<file path="src/rtl/uart_cmd_sequencer_if.sv">
// Byte-stream, APB request and UART response signals of the command sequencer.
// master is the sequencer side, slave is the UART/APB environment side.
interface uart_cmd_sequencer_if;
  logic [7:0] rx_data;
  logic       rx_valid;
  logic       apb_req;
  logic       apb_write;
  logic [7:0] apb_addr;
  logic [7:0] apb_wdata;
  logic       apb_done;
  logic [7:0] apb_rdata;
  logic       apb_err;
  logic [7:0] tx_data;
  logic       tx_start;
  logic       tx_busy;
  logic       frame_err;

  modport master (
    input  rx_data, rx_valid,
    output apb_req, apb_write, apb_addr, apb_wdata,
    input  apb_done, apb_rdata, apb_err,
    output tx_data, tx_start,
    input  tx_busy,
    output frame_err
  );

  modport slave (
    output rx_data, rx_valid,
    input  apb_req, apb_write, apb_addr, apb_wdata,
    output apb_done, apb_rdata, apb_err,
    input  tx_data, tx_start,
    output tx_busy,
    input  frame_err
  );
endinterface

</file>
<file path="src/rtl/uart_cmd_sequencer.sv">
// Parses UART command frames (hdr, cmd, addr[, data]) into single APB
// transfers and returns one response byte per frame.
module uart_cmd_sequencer #(
  parameter logic [7:0] HEADER         = 8'hA5,
  parameter logic [7:0] CMD_WR         = 8'h01,
  parameter logic [7:0] CMD_RD         = 8'h02,
  parameter int         TIMEOUT_CYCLES = 17360,
  parameter logic [7:0] ERR_BYTE       = 8'hEE,
  parameter logic [7:0] OK_BYTE        = 8'h00
) (
  input logic               clk,
  input logic               rst,
  uart_cmd_sequencer_if.master bus
);

  localparam int CW = (TIMEOUT_CYCLES > 1) ? $clog2(TIMEOUT_CYCLES) : 1;
  localparam logic [CW-1:0] TMAX = CW'(TIMEOUT_CYCLES - 1);

  typedef enum logic [2:0] {
    IDLE, CMD, ADDR, DATA, ISSUE, RESP
  } state_t;

  state_t        state_q, state_d;
  logic [CW-1:0] cnt_q, cnt_d;
  logic          apb_req_q, apb_req_d;
  logic          apb_write_q, apb_write_d;
  logic [7:0]    apb_addr_q, apb_addr_d;
  logic [7:0]    apb_wdata_q, apb_wdata_d;
  logic [7:0]    resp_q, resp_d;
  logic [7:0]    tx_data_q, tx_data_d;
  logic          tx_start_q, tx_start_d;
  logic          frame_err_q, frame_err_d;

  logic in_frame;
  logic expired;

  assign in_frame = (state_q == CMD) || (state_q == ADDR) ||
                    (state_q == DATA);
  assign expired  = (cnt_q == TMAX);

  always_comb begin
    state_d     = state_q;
    apb_req_d   = apb_req_q;
    apb_write_d = apb_write_q;
    apb_addr_d  = apb_addr_q;
    apb_wdata_d = apb_wdata_q;
    resp_d      = resp_q;
    tx_data_d   = tx_data_q;
    tx_start_d  = 1'b0;
    frame_err_d = 1'b0;

    // Inter-byte gap counter; leaving the frame on expiry keeps it from wrapping
    if (in_frame && !bus.rx_valid && !expired) begin
      cnt_d = cnt_q + CW'(1);
    end else begin
      cnt_d = '0;
    end

    unique case (state_q)
      IDLE: begin
        if (bus.rx_valid && bus.rx_data == HEADER) begin
          state_d = CMD;
        end
      end
      CMD: begin
        if (bus.rx_valid) begin
          if (bus.rx_data == CMD_WR || bus.rx_data == CMD_RD) begin
            apb_write_d = (bus.rx_data == CMD_WR);
            state_d     = ADDR;
          end else begin
            frame_err_d = 1'b1;
            state_d     = IDLE;
          end
        end else if (expired) begin
          frame_err_d = 1'b1;
          state_d     = IDLE;
        end
      end
      ADDR: begin
        if (bus.rx_valid) begin
          apb_addr_d = bus.rx_data;
          state_d    = apb_write_q ? DATA : ISSUE;
          apb_req_d  = !apb_write_q;
        end else if (expired) begin
          frame_err_d = 1'b1;
          state_d     = IDLE;
        end
      end
      DATA: begin
        if (bus.rx_valid) begin
          apb_wdata_d = bus.rx_data;
          state_d     = ISSUE;
          apb_req_d   = 1'b1;
        end else if (expired) begin
          frame_err_d = 1'b1;
          state_d     = IDLE;
        end
      end
      ISSUE: begin
        if (bus.apb_done) begin
          apb_req_d = 1'b0;
          state_d   = RESP;
          if (bus.apb_err) begin
            resp_d = ERR_BYTE;
          end else if (apb_write_q) begin
            resp_d = OK_BYTE;
          end else begin
            resp_d = bus.apb_rdata;
          end
        end
      end
      RESP: begin
        if (!bus.tx_busy) begin
          tx_start_d = 1'b1;
          tx_data_d  = resp_q;
          state_d    = IDLE;
        end
      end
      default: begin
        state_d   = IDLE;
        apb_req_d = 1'b0;
      end
    endcase
  end

  always_ff @(posedge clk) begin
    if (rst) begin
      state_q     <= IDLE;
      cnt_q       <= '0;
      apb_req_q   <= 1'b0;
      apb_write_q <= 1'b0;
      apb_addr_q  <= 8'h00;
      apb_wdata_q <= 8'h00;
      resp_q      <= 8'h00;
      tx_data_q   <= 8'h00;
      tx_start_q  <= 1'b0;
      frame_err_q <= 1'b0;
    end else begin
      state_q     <= state_d;
      cnt_q       <= cnt_d;
      apb_req_q   <= apb_req_d;
      apb_write_q <= apb_write_d;
      apb_addr_q  <= apb_addr_d;
      apb_wdata_q <= apb_wdata_d;
      resp_q      <= resp_d;
      tx_data_q   <= tx_data_d;
      tx_start_q  <= tx_start_d;
      frame_err_q <= frame_err_d;
    end
  end

  assign bus.apb_req   = apb_req_q;
  assign bus.apb_write = apb_write_q;
  assign bus.apb_addr  = apb_addr_q;
  assign bus.apb_wdata = apb_wdata_q;
  assign bus.tx_data   = tx_data_q;
  assign bus.tx_start  = tx_start_q;
  assign bus.frame_err = frame_err_q;

endmodule
</file>
<file path="src/flat_wrapper.sv">
// flat-port wrapper written by rule: the top's interface ports become plain ports
module uart_cmd_sequencer_flat 
#(
  parameter logic [7:0] HEADER         = 8'hA5,
  parameter logic [7:0] CMD_WR         = 8'h01,
  parameter logic [7:0] CMD_RD         = 8'h02,
  parameter int         TIMEOUT_CYCLES = 17360,
  parameter logic [7:0] ERR_BYTE       = 8'hEE,
  parameter logic [7:0] OK_BYTE        = 8'h00
)
  (clk, rst, bus_rx_data, bus_rx_valid, bus_apb_req, bus_apb_write, bus_apb_addr, bus_apb_wdata, bus_apb_done, bus_apb_rdata, bus_apb_err, bus_tx_data, bus_tx_start, bus_tx_busy, bus_frame_err);
  uart_cmd_sequencer_if bus_i ();
  input logic clk;
  input logic rst;
  input wire logic [$bits(bus_i.rx_data)-1:0] bus_rx_data;
  input wire logic [$bits(bus_i.rx_valid)-1:0] bus_rx_valid;
  output wire logic [$bits(bus_i.apb_req)-1:0] bus_apb_req;
  output wire logic [$bits(bus_i.apb_write)-1:0] bus_apb_write;
  output wire logic [$bits(bus_i.apb_addr)-1:0] bus_apb_addr;
  output wire logic [$bits(bus_i.apb_wdata)-1:0] bus_apb_wdata;
  input wire logic [$bits(bus_i.apb_done)-1:0] bus_apb_done;
  input wire logic [$bits(bus_i.apb_rdata)-1:0] bus_apb_rdata;
  input wire logic [$bits(bus_i.apb_err)-1:0] bus_apb_err;
  output wire logic [$bits(bus_i.tx_data)-1:0] bus_tx_data;
  output wire logic [$bits(bus_i.tx_start)-1:0] bus_tx_start;
  input wire logic [$bits(bus_i.tx_busy)-1:0] bus_tx_busy;
  output wire logic [$bits(bus_i.frame_err)-1:0] bus_frame_err;
  assign bus_i.rx_data = bus_rx_data;
  assign bus_i.rx_valid = bus_rx_valid;
  assign bus_apb_req = bus_i.apb_req;
  assign bus_apb_write = bus_i.apb_write;
  assign bus_apb_addr = bus_i.apb_addr;
  assign bus_apb_wdata = bus_i.apb_wdata;
  assign bus_i.apb_done = bus_apb_done;
  assign bus_i.apb_rdata = bus_apb_rdata;
  assign bus_i.apb_err = bus_apb_err;
  assign bus_tx_data = bus_i.tx_data;
  assign bus_tx_start = bus_i.tx_start;
  assign bus_i.tx_busy = bus_tx_busy;
  assign bus_frame_err = bus_i.frame_err;
  uart_cmd_sequencer #(.HEADER(HEADER), .CMD_WR(CMD_WR), .CMD_RD(CMD_RD), .TIMEOUT_CYCLES(TIMEOUT_CYCLES), .ERR_BYTE(ERR_BYTE), .OK_BYTE(OK_BYTE)) u_core (.clk(clk), .rst(rst), .bus(bus_i));
endmodule
</file>
<file path="config.mk">
export PLATFORM = sky130hd
export DESIGN_NAME = uart_cmd_sequencer_flat
export DESIGN_NICKNAME = d
export VERILOG_FILES = /design/src/rtl/uart_cmd_sequencer_if.sv /design/src/rtl/uart_cmd_sequencer.sv /design/src/flat_wrapper.sv
export SDC_FILE = /design/constraint.sdc
export NUM_CORES = 1
export LEC_CHECK = 0
export ABC_CLOCK_PERIOD_IN_PS = 2800
export CORE_MARGIN = 1
export CORE_UTILIZATION = 54
export CTS_CLUSTER_SIZE = 16
export DETAILED_ROUTE_END_ITERATION = 10
export GPL_ROUTABILITY_DRIVEN = 0
export MAX_ROUTING_LAYER = met4
export PLACE_DENSITY = 0.86
export REMOVE_ABC_BUFFERS = 1
export SYNTH_ARGS = -nofsm -noshare
export SYNTH_HDL_FRONTEND = slang
export SYNTH_SLANG_ARGS = --single-unit
</file>
<file path="constraint.sdc">
create_clock -name clk -period 2.8 [get_ports clk]
set_clock_uncertainty 0.15 [all_clocks]
set_input_delay 0.56 -clock clk [delete_from_list [all_inputs] [get_ports clk]]
set_output_delay 0.56 -clock clk [all_outputs]
set_load 0.01 [all_outputs]
</file>
==> results of run 1 <==
==> through the flow <==
stage | power [µW] | hold slack (ns)
floorplan | 795 | 0.272
global placement | 844 | 0.289
detailed placement | 845 | 0.294
CTS | 1340 | 0.307
global route | 1380 | 0.329
finish | 1330 | 0.307
==> flip-flops by register name, summed over array words and instances (netlist names), 3 cells and up <==
name	flops
u_core.bus.apb_addr	8
u_core.cnt_q	15
u_core.bus.apb_wdata	8
u_core.resp_q	8
u_core.bus.tx_data	8
u_core.state_q	3
==> kinds of logic (layout without fill, tap and decap cells) <==
group / count (synthesis) / after routing / synth area share
DFF: 54 / 54 / 0.474
adders and majority gates: 1 / 1 / 0.00549
xor gates and xnor gates: 13 / 13 / 0.0500
AOI/OAI and AO/OA: 52 / 52 / 0.130
buffers and inverters: 16 / 60 / 0.0329
and+or+nand+nor: 135 / 135 / 0.303
muxes: 1 / 1 / 0.00439
==> placed cells by master (no fill, tap or decap), types with 3 or more instances in the layout <==
cell type        instances
a211oi_1                 6
a21oi_1                 36
a31oi_1                  3
clkbuf_8                 5
clkdlybuf4s50_1         49
dfxtp_1                 54
nand2_1                 56
nand3_1                  8
nand4_1                  6
nor2_1                  27
nor2b_1                  6
nor3_1                   6
xnor2_1                  9
xor2_1                   4
==> how the worst max path moves through the flow <==
stage,slack [ns],depth (start not counted),endpoint,start
2_1_floorplan,1.20,4,u_core.state_q[0]$_SDFFE_PP0P_,bus_apb_done
6_report,0.73,1,bus_apb_write,u_core.bus.apb_write$_SDFFE_PP0P_
3_3_place_gp,0.50,5,u_core.bus.apb_addr[1]$_SDFFE_PP0P_,bus_rx_valid
4_1_cts,0.74,1,bus_apb_write,u_core.bus.apb_write$_SDFFE_PP0P_
3_5_place_dp,0.45,5,u_core.bus.apb_addr[4]$_SDFFE_PP0P_,bus_rx_valid
5_1_grt,0.64,5,u_core.bus.apb_wdata[3]$_SDFFE_PP0P_,bus_rx_valid
==> power by group through the flow <==
stage	clock network (µW)	registers, µW	logic [µW]
final	502	768	60.1
after global routing	546	768	63.6
after CTS	510	768	59.8
after detailed placement	0	786	59.4
after global placement	0	786	58.4
after floorplan	0	786	8.98
==> final cells by class <==
cell class	instances	area (µm²)
multi-input combinational	202	1120
inverter	2	7.51
timing repair buffer	50	498
clock buffer	5	68.8
tap	50	62.6
clock inverter	3	40.0
sequential	54	1080
fill	333	1150
==> layer usage <==
| layer | GRT usage | part of all wire | vias up |
|---|---|---|---|
| met5 | - | 0 | - |
| met4 | 0.0931 | 0.014 | 0 |
| met3 | 0.0497 | 0.042 | 6 |
| met2 | 0.407 | 0.49 | 58 |
| met1 | 0.309 | 0.46 | 894 |
| li1 | - | - | 1017 |
==> flow_summary.html, run 1 <==
<table>
<tr><th>Metric</th><th>Value</th></tr>
<tr><th colspan="2">Floorplan</th></tr>
<tr><td>Vertical die dimension</td><td>67.0 µm</td></tr>
<tr><td>Core region area</td><td>4030 µm²</td></tr>
<tr><td>Die Outline Area</td><td>4480 µm²</td></tr>
<tr><td>Io pins</td><td>50</td></tr>
<tr><td>Total number of placement rows</td><td>23</td></tr>
<tr><td>Effective utilization at floorplan</td><td>0.566</td></tr>
<tr><td>Die width</td><td>67.0 µm</td></tr>
<tr><th colspan="2">Logic synthesis</th></tr>
<tr><td>Flops &amp; latches, synth</td><td>54</td></tr>
<tr><td>Synth Cell Area</td><td>2280 µm²</td></tr>
<tr><td>Post-synthesis async set-or-reset flop share</td><td>0</td></tr>
<tr><td>Number of flops mapped to enable cells by yosys</td><td>0</td></tr>
<tr><td>Cell taking the most area after synthesis</td><td>dfxtp_1</td></tr>
<tr><td>Leading post-synthesis cells by instance count</td><td>nand2_1, dfxtp_1, a21oi_1</td></tr>
<tr><td>Portion of synthesized cell area occupied by the leading cell type</td><td>0.474</td></tr>
<tr><td>Most frequent cell after synthesis</td><td>nand2_1</td></tr>
<tr><td>Primary flip-flop cell chosen by synthesis mapping</td><td>dfxtp_1</td></tr>
<tr><td>Mean Syn Cell Area</td><td>8.38 µm²</td></tr>
<tr><td>Synth top area cells</td><td>dfxtp_1, nand2_1, a21oi_1</td></tr>
<tr><td>Share of synthesized area occupied by flip-flops and latches</td><td>0.474</td></tr>
<tr><td>Yosys synthesis warning count</td><td>0</td></tr>
<tr><td>Unique cell type count in the Yosys netlist</td><td>42</td></tr>
<tr><td>Cell count after synthesis</td><td>272</td></tr>
<tr><th colspan="2">Place</th></tr>
<tr><td>Pre-CTS setup slack</td><td>0.451 ns</td></tr>
<tr><td>Placed cell count</td><td>358</td></tr>
<tr><td>Count of buffers from port buffering</td><td>49</td></tr>
<tr><td>Area of placed instances</td><td>2770 µm²</td></tr>
<tr><td>Post-DP HPWL</td><td>3640 µm</td></tr>
<tr><th colspan="2">Clock tree</th></tr>
<tr><td>Clock tree sinks</td><td>54</td></tr>
<tr><td>CTS-repair resized insts</td><td>0</td></tr>
<tr><td>TritonCTS buffer count</td><td>5</td></tr>
<tr><td>CTS H-tree depth</td><td>2</td></tr>
<tr><td>Clock latency at the later pin of the worst-skew pair</td><td>0.29 ns</td></tr>
<tr><td>Clock Tree Buf Depth</td><td>2</td></tr>
<tr><td>Number of setup buffers added after CTS</td><td>0</td></tr>
<tr><td>Clock transition time at the flip-flop clock pins of the worst setup and hold paths</td><td>0.09 ns</td></tr>
<tr><td>CTS Hold Buffers Added</td><td>0</td></tr>
<tr><td>Buffer type at the clock tree root</td><td>clkbuf_8</td></tr>
<tr><td>CTS tree</td><td>yes</td></tr>
<tr><th colspan="2">Worst setup path</th></tr>
<tr><td>Setup slack of the most critical reg-to-reg path</td><td>0.91 ns</td></tr>
<tr><td>R2r endpoint</td><td>u_core.state_q[0]$_SDFFE_PP0P_</td></tr>
<tr><td>Number of cells on the worst reg-to-reg path</td><td>4</td></tr>
<tr><td>Cell-by-cell trace of the critical path</td><td>clkdlybuf4s50_1</td></tr>
<tr><td>Family with the most delay on the worst path</td><td>buffers and inverters</td></tr>
<tr><td>Number of buffer and inverter instances along the worst setup path</td><td>1</td></tr>
<tr><td>Delay contributed by the slowest stage of the critical path</td><td>0.59 ns</td></tr>
<tr><td>Data required time of the critical path</td><td>2.09 ns</td></tr>
<tr><td>Startpoint of the worst-slack reg-to-reg timing path</td><td>u_core.state_q[2]$_SDFFE_PP0P_</td></tr>
<tr><td>Critical setup path kind</td><td>flip-flop to output pin</td></tr>
<tr><td>Kind of start point of the critical path</td><td>flip-flop</td></tr>
<tr><td>Slowest cell on crit path</td><td>clkdlybuf4s50_1</td></tr>
<tr><td>Worst path arrival time</td><td>1.36 ns</td></tr>
<tr><td>Critical-path maximum fanout</td><td>7</td></tr>
<tr><td>Nature of the critical path endpoint</td><td>output pin</td></tr>
<tr><th colspan="2">Power</th></tr>
<tr><td>Clock power share</td><td>0.377</td></tr>
<tr><td>Relative contribution of combinational cells to total power</td><td>0.045</td></tr>
<tr><td>Largest voltage drop on the vdd net</td><td>0.377 mV</td></tr>
<tr><td>Reported leakage power</td><td>0.000918 µW</td></tr>
<tr><td>Power dissipated by switching net loads</td><td>267 µW</td></tr>
<tr><td>Reg power frac</td><td>0.577</td></tr>
<tr><td>Pwr Density</td><td>462 nW/µm²</td></tr>
<tr><td>Switching power as a share of total power</td><td>0.201</td></tr>
<tr><td>P_int</td><td>1060 µW</td></tr>
<tr><th colspan="2">Global routing</th></tr>
<tr><td>Wire length of the first global-routing pass</td><td>8310 µm</td></tr>
<tr><td>Via count of the first global-routing pass</td><td>1891</td></tr>
<tr><td>Antenna violations before repair</td><td>0</td></tr>
<tr><td>Total track usage</td><td>0.251</td></tr>
<tr><td>Maximum number of pins on one net before global-route repair</td><td>34</td></tr>
<tr><td>Final global-route overflow total</td><td>0</td></tr>
<tr><th colspan="2">Cells and area</th></tr>
<tr><td>Core Util, Final</td><td>0.715</td></tr>
<tr><td>Final net count</td><td>338</td></tr>
<tr><td>Area Growth Syn to Fin</td><td>26.4%</td></tr>
<tr><td>Final design area excluding fillers</td><td>2880 µm²</td></tr>
<tr><td>Ant. Diodes</td><td>0</td></tr>
<tr><td>Layout cell share with drive strength beyond 1</td><td>0.0665</td></tr>
<tr><td>Finished Layout Cells</td><td>366</td></tr>
<tr><th colspan="2">Min path</th></tr>
<tr><td>Hold path cells</td><td>2</td></tr>
<tr><td>Startpoint of the lowest-slack hold path</td><td>u_core.resp_q[6]$_SDFFE_PP0P_</td></tr>
<tr><td>End of the worst hold path</td><td>u_core.bus.tx_data[6]$_SDFFE_PP0P_</td></tr>
<tr><td>Worst Hold Class</td><td>flip-flop to flip-flop</td></tr>
<tr><th colspan="2">Status</th></tr>
<tr><td>Run status</td><td>completed</td></tr>
<tr><th colspan="2">STA</th></tr>
<tr><td>Highest Clock Rate</td><td>484 MHz</td></tr>
<tr><td>Slew at the pin closest to its max-slew limit</td><td>0.550 ns</td></tr>
<tr><td>Relative slew margins</td><td>0.633</td></tr>
<tr><td>Count of endpoints failing hold in the final timing report</td><td>0</td></tr>
<tr><td>Accumulated negative setup slack</td><td>0 ns</td></tr>
<tr><td>Share of the clock period used by the worst path after layout</td><td>0.738</td></tr>
<tr><td>Final critical-path required period</td><td>2.07 ns</td></tr>
<tr><td>Total setup violations reported at the end of the flow</td><td>0</td></tr>
<tr><td>Max-slew violation count</td><td>0</td></tr>
<tr><td>Final worst setup slack</td><td>0.734 ns</td></tr>
<tr><td>Setup repair after global routing missed its margin</td><td>no</td></tr>
<tr><th colspan="2">Route</th></tr>
<tr><td>Routed via count</td><td>1975</td></tr>
<tr><td>Iter 0 DRT Violations</td><td>88</td></tr>
<tr><td>DRC Markers</td><td>0</td></tr>
<tr><td>Count of nets left with antenna violations after detail routing</td><td>0</td></tr>
<tr><td>Router iterations before antenna repair</td><td>4</td></tr>
<tr><td>Average vias per placed instance</td><td>5.40</td></tr>
<tr><td>Average wire per standard cell</td><td>13.9 µm</td></tr>
<tr><td>Wire length after detailed routing</td><td>5090 µm</td></tr>
<tr><th colspan="2">Run</th></tr>
<tr><td>Reported max-cap violation count</td><td>0</td></tr>
</table>
No activity file was read; power rests on OpenSTA's default activity.
==> run 2: changes to the inputs <==
--- a/config.mk
+++ b/config.mk
@@ -5,14 +5,14 @@
 export SDC_FILE = /design/constraint.sdc
 export NUM_CORES = 1
 export LEC_CHECK = 0
-export ABC_CLOCK_PERIOD_IN_PS = 2800
+export ABC_CLOCK_PERIOD_IN_PS = 2100
 export CORE_MARGIN = 1
-export CORE_UTILIZATION = 54
+export CORE_UTILIZATION = 50
 export CTS_CLUSTER_SIZE = 16
 export DETAILED_ROUTE_END_ITERATION = 10
 export GPL_ROUTABILITY_DRIVEN = 0
 export MAX_ROUTING_LAYER = met4
-export PLACE_DENSITY = 0.86
+export PLACE_DENSITY = 0.81
 export REMOVE_ABC_BUFFERS = 1
 export SYNTH_ARGS = -nofsm -noshare
 export SYNTH_HDL_FRONTEND = slang
==> constraint.sdc (replaced) <==
create_clock -name clk -period 2.1 [get_ports clk]
set_clock_uncertainty 0.15 [all_clocks]
set_input_delay 0.42 -clock clk [delete_from_list [all_inputs] [get_ports clk]]
set_output_delay 0.42 -clock clk [all_outputs]
set_load 0.01 [all_outputs]
==> run 2 against run 1 <==
  * Cell area is 1.8% higher
  * Cell count is 2.5% higher
  * Sequential power is 33% higher
  * Global-route usage is 3.1 points lower
  * Flip-flop and latch count stayed put
  * Clock power is 34% higher
  * First-iteration DRC count is 25% higher
  * Routed wire length is 3.5% lower
  * Sequential share of layout area is 0.67 points lower
  * Count of clock-buffer cells in the layout is 2 higher
  * Non-clock buffer count is 7 higher
==> flow_summary.html, run 2 (synthesis gave the netlist of run 1 again) <==
<table>
<tr><th>Metric</th><th>Value</th></tr>
<tr><th colspan="2">Floorplan</th></tr>
<tr><td>Core region area</td><td>4350 µm² (+8.1%)</td></tr>
<tr><td>Die width</td><td>69.5 µm (+3.8%)</td></tr>
<tr><td>Vertical die dimension</td><td>69.5 µm (+3.8%)</td></tr>
<tr><td>Io pins</td><td>50 (unchanged)</td></tr>
<tr><td>Effective utilization at floorplan</td><td>0.523 (-0.0423)</td></tr>
<tr><td>Total number of placement rows</td><td>24 (+4.3%)</td></tr>
<tr><td>Die Outline Area</td><td>4830 µm² (+7.8%)</td></tr>
<tr><th colspan="2">Place</th></tr>
<tr><td>Placed cell count</td><td>367 (+2.5%)</td></tr>
<tr><td>Pre-CTS setup slack</td><td>0.148 ns (-0.303 ns)</td></tr>
<tr><td>Post-DP HPWL</td><td>3530 µm (-3.0%)</td></tr>
<tr><td>Count of buffers from port buffering</td><td>49 (unchanged)</td></tr>
<tr><th colspan="2">Cells and area</th></tr>
<tr><td>Number of flip-flops under the largest register name</td><td>15 (unchanged)</td></tr>
<tr><td>Finished Layout Cells</td><td>375 (+2.5%)</td></tr>
<tr><td>Layout cell share with drive strength beyond 1</td><td>0.0805 (+0.0140)</td></tr>
<tr><td>Most common cell after layout, fill and taps aside</td><td>nand2_1</td></tr>
<tr><td>Final net count</td><td>345 (+2.1%)</td></tr>
<tr><td>Reg with most FFs</td><td>u_core.cnt_q</td></tr>
<tr><td>Area Growth Syn to Fin</td><td>28.7%</td></tr>
<tr><td>Commonest cells after routing, fill and taps aside</td><td>nand2_1, dfxtp_1, clkdlybuf4s50_1</td></tr>
<tr><td>Ant. Diodes</td><td>0 (unchanged)</td></tr>
<tr><th colspan="2">Route</th></tr>
<tr><td>Average wire per standard cell</td><td>13.1 µm (-5.8%)</td></tr>
<tr><td>Routed via count</td><td>2026 (+2.6%)</td></tr>
<tr><td>DRC Markers</td><td>0 (unchanged)</td></tr>
<tr><td>Average vias per placed instance</td><td>5.40 (+0.12%)</td></tr>
<tr><td>Wire length after detailed routing</td><td>4910 µm (-3.5%)</td></tr>
<tr><td>Iter 0 DRT Violations</td><td>110 (+25%)</td></tr>
<tr><td>Router iterations before antenna repair</td><td>4 (unchanged)</td></tr>
<tr><td>Count of nets left with antenna violations after detail routing</td><td>0 (unchanged)</td></tr>
<tr><th colspan="2">Worst setup path</th></tr>
<tr><td>Nature of the critical path endpoint</td><td>output pin</td></tr>
<tr><td>Startpoint of the worst-slack reg-to-reg timing path</td><td>u_core.cnt_q[0]$_SDFF_PP0_</td></tr>
<tr><td>Data required time of the critical path</td><td>1.53 ns (-0.56 ns)</td></tr>
<tr><td>Setup slack of the most critical reg-to-reg path</td><td>0.41 ns (-0.50 ns)</td></tr>
<tr><td>Number of cells on the worst reg-to-reg path</td><td>5 (+1)</td></tr>
<tr><td>Worst path arrival time</td><td>1.20 ns (-0.16 ns)</td></tr>
<tr><td>Family with the most delay on the worst path</td><td>buffers and inverters</td></tr>
<tr><td>Cell-by-cell trace of the critical path</td><td>clkdlybuf4s50_1</td></tr>
<tr><td>Count of cell instances traversed by the critical path</td><td>1 (unchanged)</td></tr>
<tr><td>Critical-path maximum fanout</td><td>2 (-5)</td></tr>
<tr><td>Number of buffer and inverter instances along the worst setup path</td><td>1 (unchanged)</td></tr>
<tr><td>R2r endpoint</td><td>u_core.state_q[0]$_SDFFE_PP0P_</td></tr>
<tr><td>Critical setup path kind</td><td>flip-flop to output pin</td></tr>
<tr><td>Delay contributed by the slowest stage of the critical path</td><td>0.56 ns (-0.03 ns)</td></tr>
<tr><td>Slowest cell on crit path</td><td>clkdlybuf4s50_1</td></tr>
<tr><td>Kind of start point of the critical path</td><td>flip-flop</td></tr>
<tr><th colspan="2">Clock tree</th></tr>
<tr><td>CTS H-tree depth</td><td>2 (unchanged)</td></tr>
<tr><td>Clock Tree Buf Depth</td><td>2 (unchanged)</td></tr>
<tr><td>CTS-repair resized insts</td><td>0 (unchanged)</td></tr>
<tr><td>Clock tree sinks</td><td>54 (unchanged)</td></tr>
<tr><td>Number of setup buffers added after CTS</td><td>0 (unchanged)</td></tr>
<tr><td>TritonCTS buffer count</td><td>5 (unchanged)</td></tr>
<tr><td>Buffer type at the clock tree root</td><td>clkbuf_8</td></tr>
<tr><td>Clock latency at the later pin of the worst-skew pair</td><td>0.30 ns (about the same)</td></tr>
<tr><td>CTS tree</td><td>yes</td></tr>
<tr><td>CTS Hold Buffers Added</td><td>0 (unchanged)</td></tr>
<tr><td>Clock transition time at the flip-flop clock pins of the worst setup and hold paths</td><td>0.10 ns (about the same)</td></tr>
<tr><th colspan="2">Min path</th></tr>
<tr><td>Hold path cells</td><td>2 (unchanged)</td></tr>
<tr><td>Startpoint of the lowest-slack hold path</td><td>u_core.resp_q[6]$_SDFFE_PP0P_</td></tr>
<tr><td>Worst Hold Class</td><td>flip-flop to flip-flop</td></tr>
<tr><td>End of the worst hold path</td><td>u_core.bus.tx_data[6]$_SDFFE_PP0P_</td></tr>
<tr><th colspan="2">Global routing</th></tr>
<tr><td>Antenna violations before repair</td><td>0 (unchanged)</td></tr>
<tr><td>Total track usage</td><td>0.221 (-0.0310)</td></tr>
<tr><td>Wire length of the first global-routing pass</td><td>8310 µm (unchanged)</td></tr>
<tr><td>Final global-route overflow total</td><td>0 (unchanged)</td></tr>
<tr><td>Via count of the first global-routing pass</td><td>1833 (-3.1%)</td></tr>
<tr><td>Maximum number of pins on one net before global-route repair</td><td>23 (-32%)</td></tr>
<tr><th colspan="2">Power</th></tr>
<tr><td>Pwr Density</td><td>607 nW/µm² (+32%)</td></tr>
<tr><td>Reported leakage power</td><td>0.000948 µW (+3.3%)</td></tr>
<tr><td>Total Power</td><td>1780 µW (+34%)</td></tr>
<tr><td>Largest voltage drop on the vdd net</td><td>0.362 mV (-4.2%)</td></tr>
<tr><th colspan="2">STA</th></tr>
<tr><td>Total setup violations reported at the end of the flow</td><td>0 (unchanged)</td></tr>
<tr><td>Final worst setup slack</td><td>0.328 ns (-0.406 ns)</td></tr>
<tr><td>Accumulated negative setup slack</td><td>0 ns (unchanged)</td></tr>
<tr><td>Max-slew violation count</td><td>0 (unchanged)</td></tr>
<tr><td>Final critical-path required period</td><td>1.77 ns</td></tr>
<tr><td>Highest Clock Rate</td><td>564 MHz</td></tr>
<tr><td>Setup repair after global routing missed its margin</td><td>no</td></tr>
<tr><td>Relative slew margins</td><td>0.747 (+0.114)</td></tr>
<tr><td>Share of the clock period used by the worst path after layout</td><td>0.844</td></tr>
<tr><td>Slew at the pin closest to its max-slew limit</td><td>0.379 ns (-0.172 ns)</td></tr>
<tr><td>Count of endpoints failing hold in the final timing report</td><td>0 (unchanged)</td></tr>
<tr><th colspan="2">Run</th></tr>
<tr><td>Reported max-cap violation count</td><td>0 (unchanged)</td></tr>
<tr><th colspan="2">Status</th></tr>
<tr><td>Run status</td><td>completed</td></tr>
</table>
==> run 2: cell count changes in the layout (fill, tap and decap cells not counted) <==
cell / delta
buf_4: +7
clkbuf_1: +2
clkinv_2: -2
==> run 2: metrics by stage <==
stage / instance area (µm²) / hold slack [ns] / util
floorplan: 2210 / 0.272 / -
global placement: 2830 / 0.289 / 0.649
detailed placement: 2830 / 0.296 / 0.649
CTS: 2930 / 0.310 / 0.674
global route: 2930 / 0.326 / 0.674
finish: 2930 / 0.307 / 0.674
==> run 2: cell type report <==
| class | count | area [µm²] |
|---|---|---|
| fill | 358 | 1420 |
| clock buffer | 7 | 76.3 |
| tap | 52 | 65.1 |
| sequential | 54 | 1080 |
| clock inverter | 1 | 30.0 |
| multi-input combinational | 202 | 1120 |
| timing repair buffer | 57 | 551 |
| inverter | 2 | 7.51 |
==> run 2: how the worst max path moves through the flow <==
stage / start / end / slack (ns)
floorplan: u_core.state_q[2]$_SDFFE_PP0P_ / u_core.state_q[0]$_SDFFE_PP0P_ / 0.54
global placement: bus_rx_valid / u_core.bus.apb_addr[2]$_SDFFE_PP0P_ / 0.17
detailed placement: bus_rx_valid / u_core.bus.apb_addr[6]$_SDFFE_PP0P_ / 0.15
CTS: u_core.bus.apb_write$_SDFFE_PP0P_ / bus_apb_write / 0.31
global route: u_core.bus.apb_write$_SDFFE_PP0P_ / bus_apb_write / 0.26
finish: u_core.bus.apb_wdata[5]$_SDFFE_PP0P_ / bus_apb_wdata[5] / 0.33
==> run 2: power breakdown <==
group	internal (µW)	leakage (µW)	switching (µW)
registers	1020	0.000435	0.365
logic	44.9	0.000461	36.7
clock network	357	0.0000524	318
==> run 2: metal layers <==
metal / vias to the layer above / global-route usage / wire (µm)
li1: 1030 / - / -
met1: 938 / 0.277 / 2280
met2: 54 / 0.348 / 2330
met3: 4 / 0.0610 / 263
met4: 0 / 0.0635 / 38
met5: - / - / 0
